$ cat src/rtl/usb_sie_pkg.sv
// Shared definitions for the SIE serializer/deserializer pair.
package usb_sie_pkg;

    localparam int          DATA_WIDTH   = 8;
    localparam int          SYNC_W       = 8;
    localparam logic [7:0]  SYNC_PATTERN = 8'h80;
    localparam int          STUFF_LEN    = 6;

    localparam int          BIT_CNT_W    = $clog2(DATA_WIDTH);
    localparam int          ONES_CNT_W   = $clog2(STUFF_LEN + 1);

    typedef enum logic {
        HUNT    = 1'b0,
        RECEIVE = 1'b1
    } rx_state_e;

endpackage

$ cat src/rtl/sipo_unstuff.sv
// Run-length tracker for received 1s; flags the bit that must be a stuffed 0.
module sipo_unstuff
    import usb_sie_pkg::*;
(
    input  logic clk,
    input  logic reset,
    input  logic bit_valid,
    input  logic serial_ip,
    input  logic clear,
    input  logic seed,
    output logic drop_bit,
    output logic stuff_violation
);

    logic [ONES_CNT_W-1:0] ones_cnt_q;
    logic [ONES_CNT_W-1:0] ones_cnt_d;
    logic                  at_limit;

    assign at_limit        = (ones_cnt_q == ONES_CNT_W'(STUFF_LEN));
    assign drop_bit        = bit_valid & at_limit & ~serial_ip;
    assign stuff_violation = bit_valid & at_limit &  serial_ip;

    // Next run length: seed counts the trailing SYNC 1; a stuffed bit restarts the run.
    always_comb begin
        ones_cnt_d = ones_cnt_q;
        if (clear) begin
            ones_cnt_d = '0;
        end else if (seed) begin
            ones_cnt_d = ONES_CNT_W'(1);
        end else if (bit_valid) begin
            if (at_limit || !serial_ip) begin
                ones_cnt_d = '0;
            end else begin
                ones_cnt_d = ones_cnt_q + ONES_CNT_W'(1);
            end
        end
    end

    // Run-length register.
    always_ff @(posedge clk or negedge reset) begin
        if (!reset) begin
            ones_cnt_q <= '0;
        end else begin
            ones_cnt_q <= ones_cnt_d;
        end
    end

endmodule

$ cat src/rtl/sipo_block.sv
// Receive deserializer: SYNC hunt, bit unstuffing and LSB-first byte assembly.
//
//  state   | meaning
//  --------+-----------------------------------------------------------
//  HUNT    | shifting bits through sync_sr looking for SYNC_PATTERN
//  RECEIVE | SYNC found; unstuffing and assembling bytes until EOP/error
module sipo_block
    import usb_sie_pkg::*;
(
    input  logic                  clk,
    input  logic                  reset,
    input  logic                  serial_ip,
    input  logic                  bit_valid,
    input  logic                  eop,
    output logic [DATA_WIDTH-1:0] parallel_op,
    output logic                  byte_valid,
    output logic                  rx_active,
    output logic                  stuff_err,
    output logic                  eop_err
);

    rx_state_e             state_q, state_d;
    // Bit 0 of each shift register only ever shifts out unread, so it is not stored.
    logic [SYNC_W-1:1]     sync_sr_q, sync_sr_d;
    logic [DATA_WIDTH-1:1] data_sr_q, data_sr_d;
    logic [BIT_CNT_W-1:0]  bit_cnt_q, bit_cnt_d;
    logic [DATA_WIDTH-1:0] parallel_q, parallel_d;
    logic                  byte_valid_q, byte_valid_d;
    logic                  stuff_err_q, stuff_err_d;
    logic                  eop_err_q, eop_err_d;

    logic [SYNC_W-1:0]     sync_shift;
    logic [DATA_WIDTH-1:0] data_shift;
    logic                  sync_hit;
    logic                  rx_bit;
    logic                  drop_bit;
    logic                  stuff_violation;

    assign sync_shift = {serial_ip, sync_sr_q};
    assign data_shift = {serial_ip, data_sr_q};
    // EOP wins over a coincident bit, so the unstuffer never sees that bit.
    assign rx_bit     = bit_valid & (state_q == RECEIVE) & ~eop;

    sipo_unstuff u_unstuff (
        .clk             (clk),
        .reset           (reset),
        .bit_valid       (rx_bit),
        .serial_ip       (serial_ip),
        .clear           (state_d == HUNT),
        .seed            (sync_hit),
        .drop_bit        (drop_bit),
        .stuff_violation (stuff_violation)
    );

    // Next-state, datapath and strobe decode.
    always_comb begin
        state_d      = state_q;
        sync_sr_d    = sync_sr_q;
        data_sr_d    = data_sr_q;
        bit_cnt_d    = bit_cnt_q;
        parallel_d   = parallel_q;
        byte_valid_d = 1'b0;
        stuff_err_d  = 1'b0;
        eop_err_d    = 1'b0;
        sync_hit     = 1'b0;

        case (state_q)
            HUNT: begin
                if (bit_valid) begin
                    if (sync_shift == SYNC_PATTERN) begin
                        sync_hit  = 1'b1;
                        state_d   = RECEIVE;
                        bit_cnt_d = '0;
                        sync_sr_d = '0;
                    end else begin
                        sync_sr_d = sync_shift[SYNC_W-1:1];
                    end
                end
            end

            RECEIVE: begin
                if (eop) begin
                    state_d   = HUNT;
                    eop_err_d = (bit_cnt_q != '0);
                    bit_cnt_d = '0;
                end else if (bit_valid) begin
                    if (stuff_violation) begin
                        stuff_err_d = 1'b1;
                        state_d     = HUNT;
                        bit_cnt_d   = '0;
                    end else if (!drop_bit) begin
                        data_sr_d = data_shift[DATA_WIDTH-1:1];
                        if (bit_cnt_q == BIT_CNT_W'(DATA_WIDTH - 1)) begin
                            parallel_d   = data_shift;
                            byte_valid_d = 1'b1;
                            bit_cnt_d    = '0;
                        end else begin
                            bit_cnt_d = bit_cnt_q + BIT_CNT_W'(1);
                        end
                    end
                end
            end

            default: begin
                state_d = HUNT;
            end
        endcase
    end

    // State, shift registers and registered outputs.
    always_ff @(posedge clk or negedge reset) begin
        if (!reset) begin
            state_q      <= HUNT;
            sync_sr_q    <= '0;
            data_sr_q    <= '0;
            bit_cnt_q    <= '0;
            parallel_q   <= '0;
            byte_valid_q <= 1'b0;
            stuff_err_q  <= 1'b0;
            eop_err_q    <= 1'b0;
        end else begin
            state_q      <= state_d;
            sync_sr_q    <= sync_sr_d;
            data_sr_q    <= data_sr_d;
            bit_cnt_q    <= bit_cnt_d;
            parallel_q   <= parallel_d;
            byte_valid_q <= byte_valid_d;
            stuff_err_q  <= stuff_err_d;
            eop_err_q    <= eop_err_d;
        end
    end

    assign parallel_op = parallel_q;
    assign byte_valid  = byte_valid_q;
    assign stuff_err   = stuff_err_q;
    assign eop_err     = eop_err_q;
    assign rx_active   = (state_q == RECEIVE);

endmodule

$ cat config.mk
export PLATFORM = sky130hd
export DESIGN_NAME = sipo_block
export DESIGN_NICKNAME = d
export VERILOG_FILES = /design/src/rtl/usb_sie_pkg.sv /design/src/rtl/sipo_unstuff.sv /design/src/rtl/sipo_block.sv
export SDC_FILE = /design/constraint.sdc
export NUM_CORES = 1
export LEC_CHECK = 0
export CAP_MARGIN = 30
export CELL_PAD_IN_SITES_DETAIL_PLACEMENT = 0
export CELL_PAD_IN_SITES_GLOBAL_PLACEMENT = 1
export CORE_UTILIZATION = 34
export DETAILED_ROUTE_END_ITERATION = 16
export MAX_ROUTING_LAYER = met4
export PLACE_DENSITY = 0.65
export SETUP_SLACK_MARGIN = 0.02
export SLEW_MARGIN = 30
export SYNTH_ARGS = -nofsm -noshare
export SYNTH_HDL_FRONTEND = slang
export SYNTH_SLANG_ARGS = --single-unit
export TNS_END_PERCENT = 10
$ cat constraint.sdc
create_clock -name clk -period 2.95 [get_ports clk]
set_clock_uncertainty 0.15 [all_clocks]
set_input_delay 0.4425 -clock clk [delete_from_list [all_inputs] [get_ports clk]]
set_output_delay 0.4425 -clock clk [all_outputs]
set_load 0.01 [all_outputs]
### Word level (Yosys, flattened, before mapping)

Cells that the tools add are included.

* register bits: 32
* input bits: 5
* word-level logic and storage cells: 68

* add/subtract/negate cells: 2
* equality and inequality tests: 8
* multiplexer cells: 32
* bitwise operators: 10
* reduce and logical (&&, ||, !) cells: 7

Operators by type and width (number)
* $mux W3: 11
* $mux W1: 18
* $eq A8 B8 Y1 const B: 1
* $mux W7: 1
* $add A3 B1 Y3 const B: 2
* $eq A3 B3 Y1 const B: 2
* $pmux W3 S2: 1
* $reduce_and A6 Y1: 1
* $and A1 B1 Y1: 5
* $not A1 Y1: 5
* $reduce_and A5 Y1: 1
* $ne A2 B2 Y1 const B: 2
* $ne A4 B3 Y1 const B: 1
* $reduce_and A4 Y1: 1
* $ne A3 B1 Y1 const B: 1
* $ne A3 B3 Y1 const B: 1
* $reduce_bool A3 Y1: 1
* $pmux W1 S2: 1
* $reduce_and A2 Y1: 1
* $logic_not A1 Y1: 1
* $logic_or A1 B1 Y1: 1

### Longest topological paths before layout

Gate-level depths: netlist of the first run.

* word-level depth: 9
* gate-level depth with buffers: 7
* depth with buffers taken out: 6

### Cells and area by module

A second synthesis of the first run with hierarchy kept.

* cells, all modules: 123
* area total of the unflattened synthesis: 1397.6 um2

By module, submodules not included
* sipo_block: times used 1, cells an instance 101, area an instance 1199.9 um2, sequential area each 725.7 um2
* sipo_unstuff: times used 1, cells an instance 22, area an instance 197.7 um2, sequential area each 75.1 um2

### Least setup slack after synthesis of the first run

No wires, ideal clock.

* path kind: reg2reg
* start: register u_unstuff.ones_cnt_q[0]
* end: register parallel_q[0] (netlist: parallel_op[0])
* library setup time: 125 ps
* arrival time: 1471 ps
* setup slack: 1205 ps
* stages on the path, launching flop included: 8
* path buffers: 1
* path through: dfrtp_1 > inv_1 > ha_1 > nand2_1 > and3_1 > buf_6 > nand2_4 > mux2_2

* cells in the longest elaborated chain, start to end: 5

RTL lines
* start, declared: RTL line sipo_unstuff.sv:15 `logic [ONES_CNT_W-1:0] ones_cnt_q;`
* start signal, assigned: RTL line sipo_unstuff.sv:44 `ones_cnt_q <= ones_cnt_d;`
* $eq A3 B3 Y1 (*): RTL line sipo_unstuff.sv:19 `assign at_limit = (ones_cnt_q == ONES_CNT_W'(STUFF_LEN));`
* $and A1 B1 Y1 (*): RTL line sipo_unstuff.sv:20, sipo_unstuff.sv:21
* $and A1 B1 Y1 (on tied branches): RTL line sipo_unstuff.sv:21, sipo_unstuff.sv:20
* $not A1 Y1 (no source line)
* $reduce_and A6 Y1 (no source line) (*)
* end signal, assigned: RTL line sipo_block.sv:126 `parallel_q <= parallel_d;`
* end, declared: RTL line sipo_block.sv:27 `logic [DATA_WIDTH-1:0] parallel_q, parallel_d;`

Mark *: on every way between the ends. The rest lies on a longest branch, timed or not.
A chain may end at the register's enable or synchronous reset.

### Final worst setup path of the first run

* start: input port bit_valid
* end: register parallel_q[4] (netlist: parallel_op[4])

* cells in the longest elaborated chain, start to end: 6

RTL lines
* start, declared: RTL line sipo_block.sv:13 `input logic bit_valid,`
* $and A1 B1 Y1 (2 in series): RTL line sipo_block.sv:42 `assign rx_bit = bit_valid & (state_q == RECEIVE) & ~eop;`
* $and A1 B1 Y1: RTL line sipo_unstuff.sv:20, sipo_unstuff.sv:21
* $and A1 B1 Y1 (on tied branches): RTL line sipo_unstuff.sv:21, sipo_unstuff.sv:20
* $not A1 Y1 (no source line)
* $reduce_and A6 Y1 (no source line) (*)

Marks and branches as above.

==> reports/metrics.yaml, run 1 <==
htreeDepth: 2
grt_pass1_wl_um: 3890
drc: 0
start_util_pct: 35.7
p_per_area_nw_per_um2: 629
run_status: "finished clean"
detail_route.wirelength_um: 2260
cts.sinks: 32
relSlewSlack_pct: 71.9
place.gp.congestion: 0.754
synth_area_leader_cell: "dfrtp_1"
ant_nets: 0
final_core_util_pct: 43.2
setup_tns_ns: 0
synth_nets: 120
hold_class: "reg -> reg"
synth_edf_count: 0
first_pass_iters: 3
min_path_cells: 1
track_usage_pct: 12.6
clockBufferDepth: 2
critPathLaunchType: "primary input"
synth_seq_cells: 32
drive_above_1_share_pct: 27.3
reg2reg_depth: 6
yosys.cell_types.count: 29
rsz0062_at_grt: "false"
fillCellCount: 375
vias: 856
via_per_inst: 4.70
synthFlopType: "dfrtp_1"
max_freq_mhz: 484
finalCritPeriodShare_pct: 70.1
grt_overflow: 0
dp_hpwl_um: 1610
drv_cap: 0
worstHoldStart: "parallel_op[5]$_DFFE_PN0P_"
area_delta_synth_final_pct: 21.0
hold_viol: 0
endpoint_kind: "register"
worstPathRequired_ns: 2.96
yosys-top-cells-area: "dfrtp_1 55%, mux2_2 16%, ha_1 4.3%"
die_x_um: 67.3
pin_count: 17
arrival_ns: 2.08
numCtsBuffers: 5
portBuffers: 16
grt_max_degree: 33
worstSetupPathType: "in -> reg"
path_clk_slew_ns: 0.06
worstSkewPairLatency_ns: 0.27
core_region_area_um2: 4060
setup_viol: 0
hold_buffers: 0
fin_nets: 141
synth_top_area_share_pct: 55.3
final_max_slew_viol_count: 0
antenna_found_initial: 0
ir_worst_vdd_mv: 0.300
ys_warn_count: 0
cts_tree: "yes"
fp.dieH_um: 67.3
tightest_slew_ns: 0.421
drtIter0Drc: 30
ys_seq_area_share_pct: 55.3
cts_resized: 0
rows: 23
period_needed_ns: 2.07
avgSynthCellArea_um2: 13.2
synth_cells: 110
yosysMostFrequentCell: "dfrtp_1"
netlist_top_cells_count: "32 x dfrtp_1, 21 x mux2_2, 12 x nand2_1"
reg2reg_from: "u_unstuff.ones_cnt_q[0]$_DFFE_PN0P_"
die-area_um2: 4530
multi_input_area_um2: 588
grt_pass1_vias: 839
cp-startpoint: "bit_valid"
power.leakage_nw: 0.843
antenna_cells: 0
synth_area_um2: 1450
root_buffer: "clkbuf_8"
avgRoutedWirePerCell_um: 12.4
async_reset_ff_share_pct: 100
postCtsSetupBuffers: 0
seqCellArea_um2: 801
crit_fanout: 10
-- cells in the final DEF (no fill, tap or decap) --
master,n
and2_1,1
and2b_1,1
nand4_1,1
inv_1,5
nor3_1,1
nor2_1,3
o211ai_1,1
ha_1,5
clkdlybuf4s50_1,16
or2b_1,1
o21a_1,1
and3_1,1
clkbuf_1,1
clkinv_2,1
a21oi_1,4
nor4b_2,1
dfrtp_1,32
mux2_2,21
clkbuf_8,5
nor4_4,1
nand2_1,12
nand4b_1,1
nand2b_4,1
nor3b_1,1
nand3b_1,1
o21ai_0,3
buf_4,2
nand2b_1,2
bufinv_16,1
mux2_4,1
nand2_4,1
mux2i_1,2
and3_4,1
-- per-layer routing --
layer | vias to the layer above | GRT usage, % | part of all wire, %
li1 | 421 | - | -
met1 | 421 | 14.3 | 46
met2 | 9 | 18.8 | 49
met3 | 5 | 5.07 | 3.4
met4 | 0 | 7.18 | 2.3
met5 | - | - | 0
-- cells by family (layout without fill, tap and decap cells) --
kind of cell,count (synthesis),in the layout,synth area share (%)
AO/OA/AOI/OAI,9,9,3.45
adder cells (fa/ha/maj),5,5,4.32
buffers and inverters,9,31,4.15
multiplexers,24,24,18.7
flip-flops,32,32,55.3
AND/OR/NAND/NOR,31,31,14.1
-- sequential cells by signal, indices dropped and copies added, names as in the netlist --
| signal | flops |
|---|---|
| byte_valid | 1 |
| u_unstuff.ones_cnt_q | 3 |
| stuff_err | 1 |
| bit_cnt_q | 3 |
| data_sr_q | 7 |
| sync_sr_q | 7 |
| eop_err | 1 |
| rx_active | 1 |
| parallel_op | 8 |
-- report_power, final --
part	total (mW)	switching [mW]	leakage (nW)	internal, mW
registers	0.562	0.0598	0.433	0.503
clock network	0.401	0.151	0.0552	0.250
logic	0.139	0.0545	0.355	0.0844
total	1.10	0.265	0.843	0.837
-- stage by stage --
| step | power (mW) | setup slack [ns] | hold slack (ns) | cell area, µm² | std cells |
|---|---|---|---|---|---|
| after CTS | 1.12 | 0.877 | 0.357 | 1750 | 182 |
| after global routing | 1.16 | 0.759 | 0.375 | 1750 | 182 |
| final | 1.10 | 0.883 | 0.353 | 1750 | 182 |
| after detailed placement | 0.714 | 0.577 | 0.342 | 1650 | 174 |
| after global placement | 0.708 | 0.635 | 0.342 | 1650 | 174 |
| after floorplan | 0.670 | 1.20 | -0.00309 | 1450 | 110 |
-- area by class of cell --
type                    instances  area share, %
clock inverters                 2           2.00
clock buffers                   6           4.14
multi-input cells              69           33.5
repair buffers                 18           9.99
flip-flops and latches         32           45.7
inverters                       5           1.07
well taps                      50           3.57
-- critical path, cell delays in order --
cell,delay (ns)
clkdlybuf4s50_1,0.69
and3_1,0.49
nand2_4,0.16
mux2_2,0.30
-- path summary, 6_finish.rpt --
kind	to	slack, ns
max in group asynchronous	parallel_op[5]$_DFFE_PN0P_	1.94
worst min-delay path	parallel_op[5]$_DFFE_PN0P_	0.35
worst max register to register	parallel_op[4]$_DFFE_PN0P_	0.96
worst min register to register	parallel_op[5]$_DFFE_PN0P_	0.35
worst max-delay path	parallel_op[4]$_DFFE_PN0P_	0.88
min in group asynchronous	byte_valid$_DFF_PN0_	0.42
(Power assumes the default switching activity.)
==> inputs of run 2 (changes only) <==
--- a/config.mk
+++ b/config.mk
@@ -11,7 +11,7 @@
 export CORE_UTILIZATION = 34
 export DETAILED_ROUTE_END_ITERATION = 16
 export MAX_ROUTING_LAYER = met4
-export PLACE_DENSITY = 0.65
+export PLACE_DENSITY = 0.67
 export SETUP_SLACK_MARGIN = 0.02
 export SLEW_MARGIN = 30
 export SYNTH_ARGS = -nofsm -noshare
==> constraint.sdc (replaced) <==
create_clock -name clk -period 1.7 [get_ports clk]
set_clock_uncertainty 0.15 [all_clocks]
set_input_delay 0.255 -clock clk [delete_from_list [all_inputs] [get_ports clk]]
set_output_delay 0.255 -clock clk [all_outputs]
set_load 0.01 [all_outputs]
==> reports/metrics.yaml, run 2 (synthesis gave the netlist of run 1 again) <==
worstPathRequired_ns: 1.29
finalCritPeriodShare_pct: 96.8
worst-path-buf-inv: 1
drv_cap: 0
rsz0062_at_grt: "false"
drtIter0Drc: 32
fp.dieH_um: 67.3
clockBufferDepth: 2
final_area_um2: 1880
p_per_area_nw_per_um2: 1040
die_x_um: 67.3
fin_total_pwr_mw: 1.95
layout_common_cells: "32 x dfrtp_1, 21 x mux2_2, 16 x clkdlybuf4s50_1, 14 x buf_4, 11 x nand2_1"
drive_above_1_share_pct: 36.8
avgRoutedWirePerCell_um: 12.0
die-area_um2: 4530
critPathLaunchType: "register"
pin_count: 17
grt_max_degree: 33
dp_slack_ns: -0.208
hold_viol: 0
swShare_pct: 24.8
endpoint_kind: "primary output"
slowest_delay_ns: 0.55
fin_nets: 153
period_needed_ns: 1.65
first_pass_iters: 4
antenna_cells: 0
htreeDepth: 2
antenna_found_initial: 0
via_per_inst: 4.59
crit_fanout: 4
dp_hpwl_um: 1720
arrival_ns: 1.24
grt_pass1_wl_um: 4090
cts.sinks: 32
cts_tree: "yes"
worstSetupPathType: "reg -> out"
ir_worst_vdd_mv: 0.475
largest_reg_flops: 8
cp-startpoint: "rx_active$_DFF_PN0_"
reg2reg_from: "bit_cnt_q[0]$_DFFE_PN0P_"
final_max_slew_viol_count: 0
path_clk_slew_ns: 0.07
cp_top_family: "buffers and inverters"
power.leakage_nw: 0.900
start_util_pct: 35.7
track_usage_pct: 13.0
p_seq_share_pct: 49.9
rows: 23
path_cells: "clkdlybuf4s50_1"
core_region_area_um2: 4060
final_core_util_pct: 46.3
grt_overflow: 0
p_int_mw: 1.47
grt_pass1_vias: 923
drc: 0
layout_commonest_cell: "dfrtp_1"
max_freq_mhz: 607
whs_ns: 0.219
clkPwrFrac_pct: 36.6
pwr-share-comb_pct: 13.5
root_buffer: "clkbuf_8"
numCtsBuffers: 5
area_delta_synth_final_pct: 29.8
relSlewSlack_pct: 73.3
vias: 890
tightest_slew_ns: 0.401
run_status: "finished clean"
setup_viol: 0
ant_nets: 0
hold_class: "in -> async"
detail_route.wirelength_um: 2330
portBuffers: 16
place_area_um2: 1730
place.gp.congestion: 0.704
worstSkewPairLatency_ns: 0.28
power.switching_mw: 0.485
setup_ws_ns: 0.0537
crit_slowest_cell: "clkdlybuf4s50_1"
-- run 2: repair_timing --
item | CTS | global route
hold buffers | 0 | 0
setup buffers | 2 | 1
gates resized for setup | 0 | 3
pin swaps | 0 | 3
cloned | 0 | 0
endpoints found under the setup margin | 1 | 11
-- run 2: final cells by class --
type                            count  area, µm²
Clock inverter                      3       42.5
Sequential cell                    32        801
Timing Repair Buffer               30        265
Fill cell                         364       2180
Inverter                            5       18.8
Clock buffer                        5       68.8
Tap cell                           50       62.6
Multi-Input combinational cell     69        622
-- run 2: worst paths after layout --
path	to	slack (ns)	depth (start not counted)
max	rx_active	0.05	1
min	stuff_err$_DFF_PN0_	0.22	2
max reg2reg	parallel_op[5]$_DFFE_PN0P_	0.07	4
min reg2reg	parallel_op[3]$_DFFE_PN0P_	0.35	1
max in group asynchronous	sync_sr_q[5]$_DFFE_PN0P_	0.89	2
min in group clk	parallel_op[3]$_DFFE_PN0P_	0.35	1
-- run 2: metrics by stage --
stage                     instances  setup TNS (ns)
after CTS                       193               0
after detailed placement        183           -3.05
after global placement          183           -2.81
after global routing            194               0
after floorplan                 110               0
final                           194               0
-- run 2: power by group through the flow --
stage,Sequential [mW],Clock (mW),Combinational (mW)
floorplan,0.968,0,0.196
global placement,0.985,0,0.252
detailed placement,0.992,0,0.263
CTS,0.976,0.735,0.270
global route,0.990,0.764,0.301
finish,0.974,0.715,0.265
-- run 2: metal layers --
metal	vias to the layer above	wire (µm)	global-route usage, %
li1	444	-	-
met5	-	0	-
met2	12	1080	18.6
met3	8	81	3.55
met1	426	1110	16.3
met4	0	61	7.98
==> inputs of run 3 (changes only) <==
--- a/config.mk
+++ b/config.mk
@@ -5,13 +5,15 @@
 export SDC_FILE = /design/constraint.sdc
 export NUM_CORES = 1
 export LEC_CHECK = 0
+export ABC_AREA = 1
 export CAP_MARGIN = 30
 export CELL_PAD_IN_SITES_DETAIL_PLACEMENT = 0
 export CELL_PAD_IN_SITES_GLOBAL_PLACEMENT = 1
 export CORE_UTILIZATION = 34
+export CTS_BUF_LIST = sky130_fd_sc_hd__clkbuf_8
 export DETAILED_ROUTE_END_ITERATION = 16
 export MAX_ROUTING_LAYER = met4
-export PLACE_DENSITY = 0.67
+export PLACE_DENSITY = 0.71
 export SETUP_SLACK_MARGIN = 0.02
 export SLEW_MARGIN = 30
 export SYNTH_ARGS = -nofsm -noshare
==> reports/metrics.yaml, run 3 <==
run_status: "finished clean"
relSlewSlack_pct: 73.0
fin_nets: 203
ys_warn_count: 0
finalNonFillerCells: 244
yosysMostFrequentCell: "nand2_1"
synth_edf_count: 0
endpoint_kind: "primary output"
avgSynthCellArea_um2: 9.08
antenna_cells: 0
dp_hpwl_um: 1910
rsz0062_at_grt: "true"
detail_route.wirelength_um: 2520
period_needed_ns: 1.59
ys_seq_area_share_pct: 55.1
finalCritPeriodShare_pct: 93.7
hold_viol: 0
first_pass_iters: 4
synth_nets: 170
synth_top_area_share_pct: 55.1
worst-path-buf-inv: 1
cts_tree: "yes"
clockBufferDepth: 2
fp.dieH_um: 67.4
path_cells: "clkdlybuf4s50_1"
ant_nets: 0
synth_area_um2: 1450
drc: 0
rrSetupSlack_ns: 0.13
track_usage_pct: 14.3
final_max_slew_viol_count: 0
arrival_ns: 1.19
place_area_um2: 1740
portBuffers: 16
slowest_delay_ns: 0.55
dp.cells: 234
cp_num_cells: 1
netlist_top_cells_count: "37 x nand2_1, 32 x dfrtp_1, 29 x inv_1"
drv_cap: 0
area_delta_synth_final_pct: 28.8
hold_class: "in -> async"
max_freq_mhz: 628
die_x_um: 67.4
hold_buffers: 0
antenna_found_initial: 0
layout_common_cells: "35 x nand2_1, 32 x dfrtp_1, 30 x inv_1, 16 x clkdlybuf4s50_1, 13 x buf_4"
yosys.cell_types.count: 22
final_core_util_pct: 46.1
start_util_pct: 35.8
crit_fanout: 2
pin_count: 17
synth_cells: 160
avgRoutedWirePerCell_um: 10.3
reg2reg_from: "bit_cnt_q[0]$_DFFE_PN0P_"
setup_viol: 0
power.leakage_nw: 0.915
rows: 23
timing.rr.end: "parallel_op[7]$_DFFE_PN0P_"
htreeDepth: 2
worstPathRequired_ns: 1.29
tightest_slew_ns: 0.406
grt_pass1_vias: 1096
synth_seq_cells: 32
largest_reg_flops: 8
ir_worst_vdd_mv: 0.597
p_per_area_nw_per_um2: 1150
drive_above_1_share_pct: 19.1
setup_tns_ns: 0
synthFlopType: "dfrtp_1"
grt_max_degree: 33
core_region_area_um2: 4060
crit_slowest_cell: "clkdlybuf4s50_1"
vias: 1085
whs_ns: 0.221
place.gp.congestion: 0.758
worstSetupPathType: "reg -> out"
numCtsBuffers: 5
grt_pass1_wl_um: 4640
die-area_um2: 4540
grt_overflow: 0
root_buffer: "clkbuf_8"
worstSkewPairLatency_ns: 0.28
yosys-top-cells-area: "dfrtp_1 55%, nand2_1 9.6%, inv_1 7.5%"
cp_top_family: "buffers and inverters"
final_area_um2: 1870
via_per_inst: 4.45
reg2reg_depth: 7
synth_area_leader_cell: "dfrtp_1"
path_clk_slew_ns: 0.06
drtIter0Drc: 85
critPathLaunchType: "register"
layout_commonest_cell: "nand2_1"
cts.sinks: 32
async_reset_ff_share_pct: 100
## run 3: kinds of logic (layout without fill, tap and decap cells)
| group | count (synthesis) | count (layout) | synth area share [%] |
|---|---|---|---|
| fa+ha+maj | 5 | 5 | 4.31 |
| buf+inv | 33 | 67 | 9.13 |
| flops | 32 | 32 | 55.1 |
| simple gates | 60 | 60 | 18.5 |
| compound gates | 29 | 29 | 12.3 |
| xor+xnor | 1 | 1 | 0.603 |
## run 3: final cells by class
cell class                 count  area (µm²)
clock buffer                   5        68.8
clock inverter                 3        38.8
fill                         391        2190
inverter                      30         113
multi-input combinational     95         529
sequential                    32         801
tap                           50        62.6
timing repair buffer          29         258
## run 3: routing by layer
metal	global-route usage (%)	share of wire, %	up-vias
li1	-	-	562
met4	5.59	1.7	0
met2	22.9	46	24
met3	4.56	3.5	5
met1	16.7	49	494
met5	-	0	-
## run 3: where the power goes
part	switching [mW]	total [mW]	internal, mW
logic	0.284	0.466	0.181
clock network	0.265	0.694	0.428
registers	0.0745	0.983	0.909
total	0.624	2.14	1.52
## run 3: how the worst max path moves through the flow
| stage | endpoint | startpoint |
|---|---|---|
| global placement | parallel_op[5]$_DFFE_PN0P_ | bit_valid |
| finish | parallel_op[2] | parallel_op[2]$_DFFE_PN0P_ |
| global route | parallel_op[7]$_DFFE_PN0P_ | bit_cnt_q[0]$_DFFE_PN0P_ |
| floorplan | parallel_op[2]$_DFFE_PN0P_ | u_unstuff.ones_cnt_q[0]$_DFFE_PN0P_ |
| CTS | parallel_op[2] | parallel_op[2]$_DFFE_PN0P_ |
| detailed placement | parallel_op[7]$_DFFE_PN0P_ | bit_valid |
## run 3: per-stage QoR
step                power [mW]  worst slack (ns)
floorplan                 1.30             0.253
global placement          1.44           0.00698
detailed placement        1.45           -0.0397
CTS                       2.18            0.0874
global route              2.31            0.0148
finish                    2.14             0.107
## run 3: what timing repair did
item,CTS,global route
buffers inserted,1,1
setup endpoints to repair,1,9
resized for setup,0,3
